===== src/rtl/cpu_types_pkg.sv =====
// cpu_types_pkg: shared ALU types and arbiter limits.
package cpu_types_pkg;
    localparam int ARB_MAX_REQ = 4;
    typedef logic [31:0] word_t;
    typedef enum logic [3:0] {
        ALU_SLL  = 4'd0,
        ALU_SRL  = 4'd1,
        ALU_ADD  = 4'd2,
        ALU_SUB  = 4'd3,
        ALU_AND  = 4'd4,
        ALU_OR   = 4'd5,
        ALU_XOR  = 4'd6,
        ALU_NOR  = 4'd7,
        ALU_SLT  = 4'd8,
        ALU_SLTU = 4'd9
    } aluop_t;
    typedef struct packed {
        aluop_t op;
        word_t  a;
        word_t  b;
    } alu_req_t;
endpackage


===== src/rtl/alu_share_arb_if.sv =====
// alu_share_arb_if: operand/result bus between the arbiter (master) and the shared ALU (slave).
interface alu_share_arb_if;
    import cpu_types_pkg::*;
    aluop_t op;
    word_t  pa;
    word_t  pb;
    word_t  presult;
    logic   neg;
    logic   ovf;
    logic   zero;
    modport master (output op, pa, pb, input presult, neg, ovf, zero);
    modport slave  (input op, pa, pb, output presult, neg, ovf, zero);
endinterface


===== src/rtl/alu_share_arb_rr_pick.sv =====
// rr_pick: combinational round-robin picker, first eligible at or above ptr with wrap.
module rr_pick #(
    parameter int N = 2,
    parameter int W = (N > 1) ? $clog2(N) : 1
) (
    input  logic [N-1:0] eligible,
    input  logic [W-1:0] ptr,
    output logic [N-1:0] gnt,
    output logic [W-1:0] idx
);
    int j;
    logic [W-1:0] jw;
    // Walk from the lowest priority down so the highest-priority hit is written last.
    always_comb begin
        gnt = '0;
        idx = '0;
        j = 0;
        jw = '0;
        for (int k = N - 1; k >= 0; k--) begin
            j = (int'(ptr) + k) % N;
            jw = W'(j);
            if (eligible[jw]) begin
                gnt = '0;
                gnt[jw] = 1'b1;
                idx = jw;
            end
        end
    end
endmodule


===== src/rtl/alu_share_arb.sv =====
// alu_share_arb: round-robin sharing of one combinational ALU among NREQ requesters,
// with a grant stage, an execute stage and per-requester result registers.
module alu_share_arb
    import cpu_types_pkg::*;
#(
    parameter int NREQ = 2
) (
    input  logic                   CLK,
    input  logic                   nRST,
    input  logic [NREQ-1:0]        req,
    input  logic [NREQ-1:0][3:0]   req_op,
    input  word_t [NREQ-1:0]       req_a,
    input  word_t [NREQ-1:0]       req_b,
    input  logic                   flush,
    output logic [NREQ-1:0]        gnt,
    output logic [NREQ-1:0]        done,
    output word_t [NREQ-1:0]       res,
    output logic [NREQ-1:0]        res_neg,
    output logic [NREQ-1:0]        res_ovf,
    output logic [NREQ-1:0]        res_zero,
    alu_share_arb_if.master        alu
);
    localparam int PW = $clog2(NREQ);
    logic [PW-1:0]   ptr;
    logic [PW-1:0]   win;
    logic [NREQ-1:0] elig;
    logic [NREQ-1:0] pick;
    logic            b_valid;
    logic [PW-1:0]   b_owner;
    alu_req_t        b_req;
    // A requester with an op still executing must wait, giving one outstanding op each.
    for (genvar i = 0; i < NREQ; i++) begin : g_elig
        assign elig[i] = req[i] && !(b_valid && b_owner == PW'(i));
    end
    rr_pick #(.N(NREQ), .W(PW)) u_pick (
        .eligible (elig),
        .ptr      (ptr),
        .gnt      (pick),
        .idx      (win)
    );
    assign gnt    = nRST ? pick : '0;
    assign alu.op = b_valid ? b_req.op : aluop_t'(4'd0);
    assign alu.pa = b_valid ? b_req.a : '0;
    assign alu.pb = b_valid ? b_req.b : '0;
    always_ff @(posedge CLK or negedge nRST) begin
        if (!nRST) begin
            ptr      <= '0;
            b_valid  <= 1'b0;
            b_owner  <= '0;
            b_req    <= '0;
            done     <= '0;
            res      <= '0;
            res_neg  <= '0;
            res_ovf  <= '0;
            res_zero <= '0;
        end else begin
            b_valid <= |pick;
            if (|pick) begin
                b_owner <= win;
                b_req   <= '{op: aluop_t'(req_op[win]), a: req_a[win], b: req_b[win]};
                ptr     <= (win == PW'(NREQ - 1)) ? '0 : win + PW'(1);
            end
            done <= '0;
            if (b_valid && !flush) begin
                done[b_owner]     <= 1'b1;
                res[b_owner]      <= alu.presult;
                res_neg[b_owner]  <= alu.neg;
                res_ovf[b_owner]  <= alu.ovf;
                res_zero[b_owner] <= alu.zero;
            end
        end
    end
endmodule


===== src/flat_wrapper.sv =====
// flat-port wrapper written by rule: the top's interface ports become plain ports
module alu_share_arb_flat import cpu_types_pkg::*;
#(
    parameter int NREQ = 2
)
  (CLK, nRST, req, req_op, req_a, req_b, flush, gnt, done, res, res_neg, res_ovf, res_zero, alu_op, alu_pa, alu_pb, alu_presult, alu_neg, alu_ovf, alu_zero);
  alu_share_arb_if alu_i ();
  input  logic CLK;
  input  logic nRST;
  input  logic [NREQ-1:0] req;
  input  logic [NREQ-1:0][3:0] req_op;
  input  word_t [NREQ-1:0] req_a;
  input  word_t [NREQ-1:0] req_b;
  input  logic flush;
  output logic [NREQ-1:0] gnt;
  output logic [NREQ-1:0] done;
  output word_t [NREQ-1:0] res;
  output logic [NREQ-1:0] res_neg;
  output logic [NREQ-1:0] res_ovf;
  output logic [NREQ-1:0] res_zero;
  output wire logic [$bits(alu_i.op)-1:0] alu_op;
  output wire logic [$bits(alu_i.pa)-1:0] alu_pa;
  output wire logic [$bits(alu_i.pb)-1:0] alu_pb;
  input wire logic [$bits(alu_i.presult)-1:0] alu_presult;
  input wire logic [$bits(alu_i.neg)-1:0] alu_neg;
  input wire logic [$bits(alu_i.ovf)-1:0] alu_ovf;
  input wire logic [$bits(alu_i.zero)-1:0] alu_zero;
  assign alu_op = alu_i.op;
  assign alu_pa = alu_i.pa;
  assign alu_pb = alu_i.pb;
  assign alu_i.presult = alu_presult;
  assign alu_i.neg = alu_neg;
  assign alu_i.ovf = alu_ovf;
  assign alu_i.zero = alu_zero;
  alu_share_arb #(.NREQ(NREQ)) u_core (.CLK(CLK), .nRST(nRST), .req(req), .req_op(req_op), .req_a(req_a), .req_b(req_b), .flush(flush), .gnt(gnt), .done(done), .res(res), .res_neg(res_neg), .res_ovf(res_ovf), .res_zero(res_zero), .alu(alu_i));
endmodule

===== config.mk =====
export PLATFORM = sky130hd
export DESIGN_NAME = alu_share_arb_flat
export DESIGN_NICKNAME = d
export VERILOG_FILES = /design/src/rtl/cpu_types_pkg.sv /design/src/rtl/alu_share_arb_if.sv /design/src/rtl/alu_share_arb_rr_pick.sv /design/src/rtl/alu_share_arb.sv /design/src/flat_wrapper.sv
export SDC_FILE = /design/constraint.sdc
export NUM_CORES = 1
export LEC_CHECK = 0
export CORE_AREA = 2 2 122 124
export CTS_CLUSTER_DIAMETER = 120
export DETAILED_ROUTE_END_ITERATION = 6
export DIE_AREA = 0 0 124 126
export DONT_BUFFER_PORTS = 1
export PLACE_DENSITY_LB_ADDON = 0.1
export SLEW_MARGIN = 5
export SYNTH_ARGS = -nofsm -noshare
export SYNTH_HDL_FRONTEND = slang
export SYNTH_SLANG_ARGS = --single-unit

===== constraint.sdc =====
create_clock -name CLK -period 2.4 [get_ports CLK]
set_clock_uncertainty 0.05 [all_clocks]
set_input_delay 0.48 -clock CLK [delete_from_list [all_inputs] [get_ports CLK]]
set_output_delay 0.48 -clock CLK [all_outputs]
set_load 0.03 [all_outputs]

### Word level (Yosys, flattened, before mapping)

Index checks and enable logic that the tools add are counted.
Widths: inputs -> output; s select.

* add/sub/neg operators: 2
* $lt $le $gt $ge: 7
* mux-type cells: 32
* bitwise gates (word level): 1
* reductions and logical operators: 12

Operator list (number)
* $mux 32: 7
* $bwmux 64: 1
* $demux 32 s1: 1
* $mux 4: 3
* $mux 1: 10
* $logic_and 1x1->1: 8
* $lt 1x2->1 const B: 4
* $mux 2: 4
* $bwmux 2: 3
* $demux 1 s1: 3
* $ge 1x1->1 const B: 3
* $logic_not 1->1: 3
* $add 1x1->1 const B: 2
* $reduce_or 2->1: 1
* $not 1->1: 1

* register bits: 143
* bits of input ports: 176
* output and inout port bits: 142
* logic and storage cells: 66

### Depth between registers and ports, before layout

* depth in word-level cells: 10
* mapped depth: 8

### Modules after synthesis

A second synthesis with hierarchy kept.

* cells, all modules: 549
* area total of the unflattened synthesis: 6756.5 um2

By module, submodules not included
* alu_share_arb: instances 1, cells each 545, area an instance 6730.2 um2
* rr_pick: instances 1, cells each 4, area an instance 26.3 um2

### Least setup slack after synthesis

Ideal clock, no wire load.

* kind: register to output
* start: register u_core.b_valid
* end: output gnt[0]
* arrival: 1550 ps
* data required time: 1870 ps
* setup slack: 320 ps
* cell stages (with the launch flop): 8
* path buffers: 3
* cells stage by stage: dfrtp_1 > buf_6 > inv_4 > o21ai_2 > a31oi_2 > buf_2 > buf_4 > and2_1

* cells in the longest elaborated chain, start to end: 8

RTL lines
* from (decl): line alu_share_arb.sv:28 `logic b_valid;`
* from (signal assigned): line alu_share_arb.sv:57 `b_valid <= |pick;`
* $logic_and 1x1->1: line alu_share_arb.sv:33 `assign elig[i] = req[i] && !(b_valid && b_owner == PW'(i));`
* $logic_not 1->1: line alu_share_arb.sv:33
* $logic_and 1x1->1: line alu_share_arb.sv:33
* $mux 1 (not written as such) (2 in series): line alu_share_arb_rr_pick.sv:22 `if (eligible[jw]) begin`
* $mux 2: line alu_share_arb_rr_pick.sv:22
* $mux 2 (*): line alu_share_arb_rr_pick.sv:22
* $mux 2 (*): line alu_share_arb.sv:41 `assign gnt = nRST ? pick : '0;`
* to (decl): line flat_wrapper.sv:15 `output logic [NREQ-1:0] gnt;`

Every way passes the cells marked *; elsewhere a longest branch is shown, timed or not. The select of a mux whose other input is x is not followed.

### Worst setup path in the final report

* start: register u_core.b_valid
* end: output alu_pa[27]

* cells in the longest elaborated chain, start to end: 1

RTL lines
* $mux 32: line alu_share_arb.sv:43 `assign alu.pa = b_valid ? b_req.a : '0;`
* to (decl): line flat_wrapper.sv:22 `output wire logic [$bits(alu_i.pa)-1:0] alu_pa;`

Every way passes these cells.

==> impl_metrics.toml <==
[floorplanning]
start_util_pct = 44.4
coreArea_um2 = 14300
die-area_um2 = 15600
rows = 44
die_w_um = 124
fp.dieH_um = 126
io_pins = 318

[synthesis]
avgSynthCellArea_um2 = 13.4
synth_nets = 650
yosysWarnings = 0
yosys.area.top_type_share_pct = 56.4
synth_top_cell_by_area = "dfrtp_1"
netlist_area_um2 = 6350
synth-seq-cells = 143
synth.area.top_cells = "dfrtp_1 (56%), and2_1 (14%), a221o_1 (11%)"
yosysUniqueCellTypes = 27
syn_inst = 474
yosysSeqAreaShare_pct = 56.4

[timing]
rsz0062_at_grt = "false"
fin_ws_ns = 0.244
whs_ns = -0.288
period_minus_slack_ns = 2.16
tightest_slew_ns = 0.819
report.final.slew_viol_count = 0
maxSlewHeadroom_pct = 44.0
hold_violations = 143
max_freq_mhz = 464
fin_crit_sh_pct = 89.8
tns_ns = 0
finalSetupViolCount = 0

[worst_setup_path]
worstSetupEndpointType = "output pin"
crit_buf_inv = 1
worstSetupStartpointType = "flip-flop"
max_stage_delay_ns = 0.44
cp_max_fo = 65
cp_cell_sequence = "buf_6, and2_1"
crit_arrival_ns = 1.63
cp.required_ns = 1.87
critPathKind = "reg -> out"
slowest_stage = "dfrtp_2"
crit_family = "flip-flops"

[power]
seq_power_share_pct = 50.6
finalPower_mw = 9.89
p_per_area_nw_per_um2 = 1400
switching_power_mw = 3.92
p_clk_share_pct = 25.8
p_leak_nw = 3.13
swShare_pct = 39.7
combPwrFrac_pct = 23.6
ir_drop_mv = 0.501
power.internal_mw = 5.97

[outcome]
failed_checks = "hold timing"
status = "finished, violations left"

[place]
pre_cts_ws_ns = 0.408
dpl.hpwl_um = 10800
portBuffers = 0
dp_cells = 632
gp_congestion = 0.783

[clock_network]
clk_pin_slew_ns = 0.06
cts_tree = "yes"
clk_path_buf_depth = 2
cts_num_sinks = 143
cts_setup_buffers = 0
ctsHtreeMaxLevel = 4
clk_latency_ns = 0.41
numCtsBuffers = 17
root_buffer = "clkbuf_16"

[finish]
fillers = 1236
finalNonFillerCells = 662
final_cell_mix = "dfrtp_1 (142), and2_1 (137), a221o_1 (68)"
drive_gt1_share_pct = 24.5
multi_input_area_um2 = 2550
layout_commonest_cell = "dfrtp_1"
antenna_cells = 0
regArea_um2 = 3580
fin_util_pct = 49.4
areaGrowthSynthToFinish_pct = 11.5
finalNetCount = 643

[global_route]
grt_pass1_wl_um = 23300
gr-usage-all-layers_pct = 20.0
grt_max_degree = 146
antenna_found_initial = 0
overflow = 0
grt_pass1_vias = 4037

[route]
routed_wl_um = 15600
first_iter_violations = 247
firstDrtPassIters = 5
route.vias.total = 3815
ant_nets = 0
viasPerCell = 5.76
wl_per_cell_um = 23.6
drc = 0

[job]
drv_cap = 0

[worst_hold_path]
hp-class = "in -> async"
sequential cells by signal, indices dropped and copies added, names as in the netlist:
register / flops
u_core.done: 2
u_core.b_owner: 1
u_core.b_valid: 1
u_core.b_req: 68
u_core.res_zero: 2
u_core.res: 64
u_core.res_neg: 2
u_core.ptr: 1
u_core.res_ovf: 2
worst register-to-register path, cell delays in order (launching register included):
cell       delay [ns]
dfrtp_2          0.46
nor2_1           0.19
a21oi_4          0.09
buf_4            0.21
a2111oi_0        0.73
a221o_1          0.21
power by group through the flow:
stage	Clock, mW	Sequential [mW]	Combinational [mW]
detailed placement	0	5.03	2.37
finish	2.56	5.00	2.33
global placement	0	5.03	2.31
global route	2.75	5.13	2.51
floorplan	0	4.80	2.10
CTS	2.62	5.01	2.36
layout make-up:
cell class / instances / area share [%]
inverters: 6 / 0.354
clock inverters: 6 / 1.17
clock buffers: 24 / 6.95
multi-input cells: 288 / 36.1
repair buffers: 11 / 1.57
well taps: 184 / 3.25
flip-flops and latches: 143 / 50.6
cells by family (layout without fill, tap and decap cells):
| logic type | count (synthesis) | count (layout) | share of synthesized area [%] |
|---|---|---|---|
| compound gates | 76 | 76 | 11.8 |
| buf+inv | 43 | 47 | 3.69 |
| flops | 143 | 143 | 56.4 |
| mux | 70 | 70 | 14.1 |
| simple gates | 142 | 142 | 14.1 |
synth_stat cells:
library cell and number:
a221o_1 68, a21oi_1 1, a2111oi_0 1, buf_4 1
a21bo_2 1, nor3_4 1, mux2_2 40, inv_2 1
and2_1 137, inv_1 4, buf_2 10, a21o_1 1
inv_4 1, a21oi_2 1, a31oi_2 1, o21ai_0 1
clkbuf_1 18, buf_6 7, clkbuf_2 1, nor3_1 1
nand2_1 1, dfrtp_1 143, nor2_1 1, or3_1 1
mux2_4 29, mux2_1 1, o21ai_2 1
final timing paths:
path,to,from,cells past startpoint,slack (ns)
max,alu_pa[27],u_core.b_valid$_DFF_PN0_,2,0.24
max in group asynchronous,u_core.b_valid$_DFF_PN0_,nRST,0,2.40
min reg2reg,u_core.b_req[64]$_DFFE_PN0P_,u_core.b_req[64]$_DFFE_PN0P_,1,0.45
max reg2reg,u_core.b_req[67]$_DFFE_PN0P_,u_core.b_valid$_DFF_PN0_,5,0.40
min in group CLK,u_core.res[21]$_DFFE_PN0P_,alu_presult[21],1,0.16
min,u_core.res[59]$_DFFE_PN0P_,nRST,0,-0.29
what timing repair did:
item	CTS	global route
hold endpoints to repair	143	143
endpoints found under the setup margin	0	4
resized for setup	0	1
per-stage QoR:
stage	instance area (um2)	hold WS, ns
after global placement	6500	0.138
after global routing	7080	-0.316
final	7080	-0.288
after floorplan	6350	0.134
after CTS	7070	-0.313
after detailed placement	6500	0.137
metal layers:
layer,up-vias,share of wire (%),track usage (%)
met5,-,0,0
met4,0,3.0,9.65
met3,33,10,6.93
met2,228,49,32.4
met1,1872,38,23.6
li1,1682,-,-
Power figures use the tool's default switching activity.
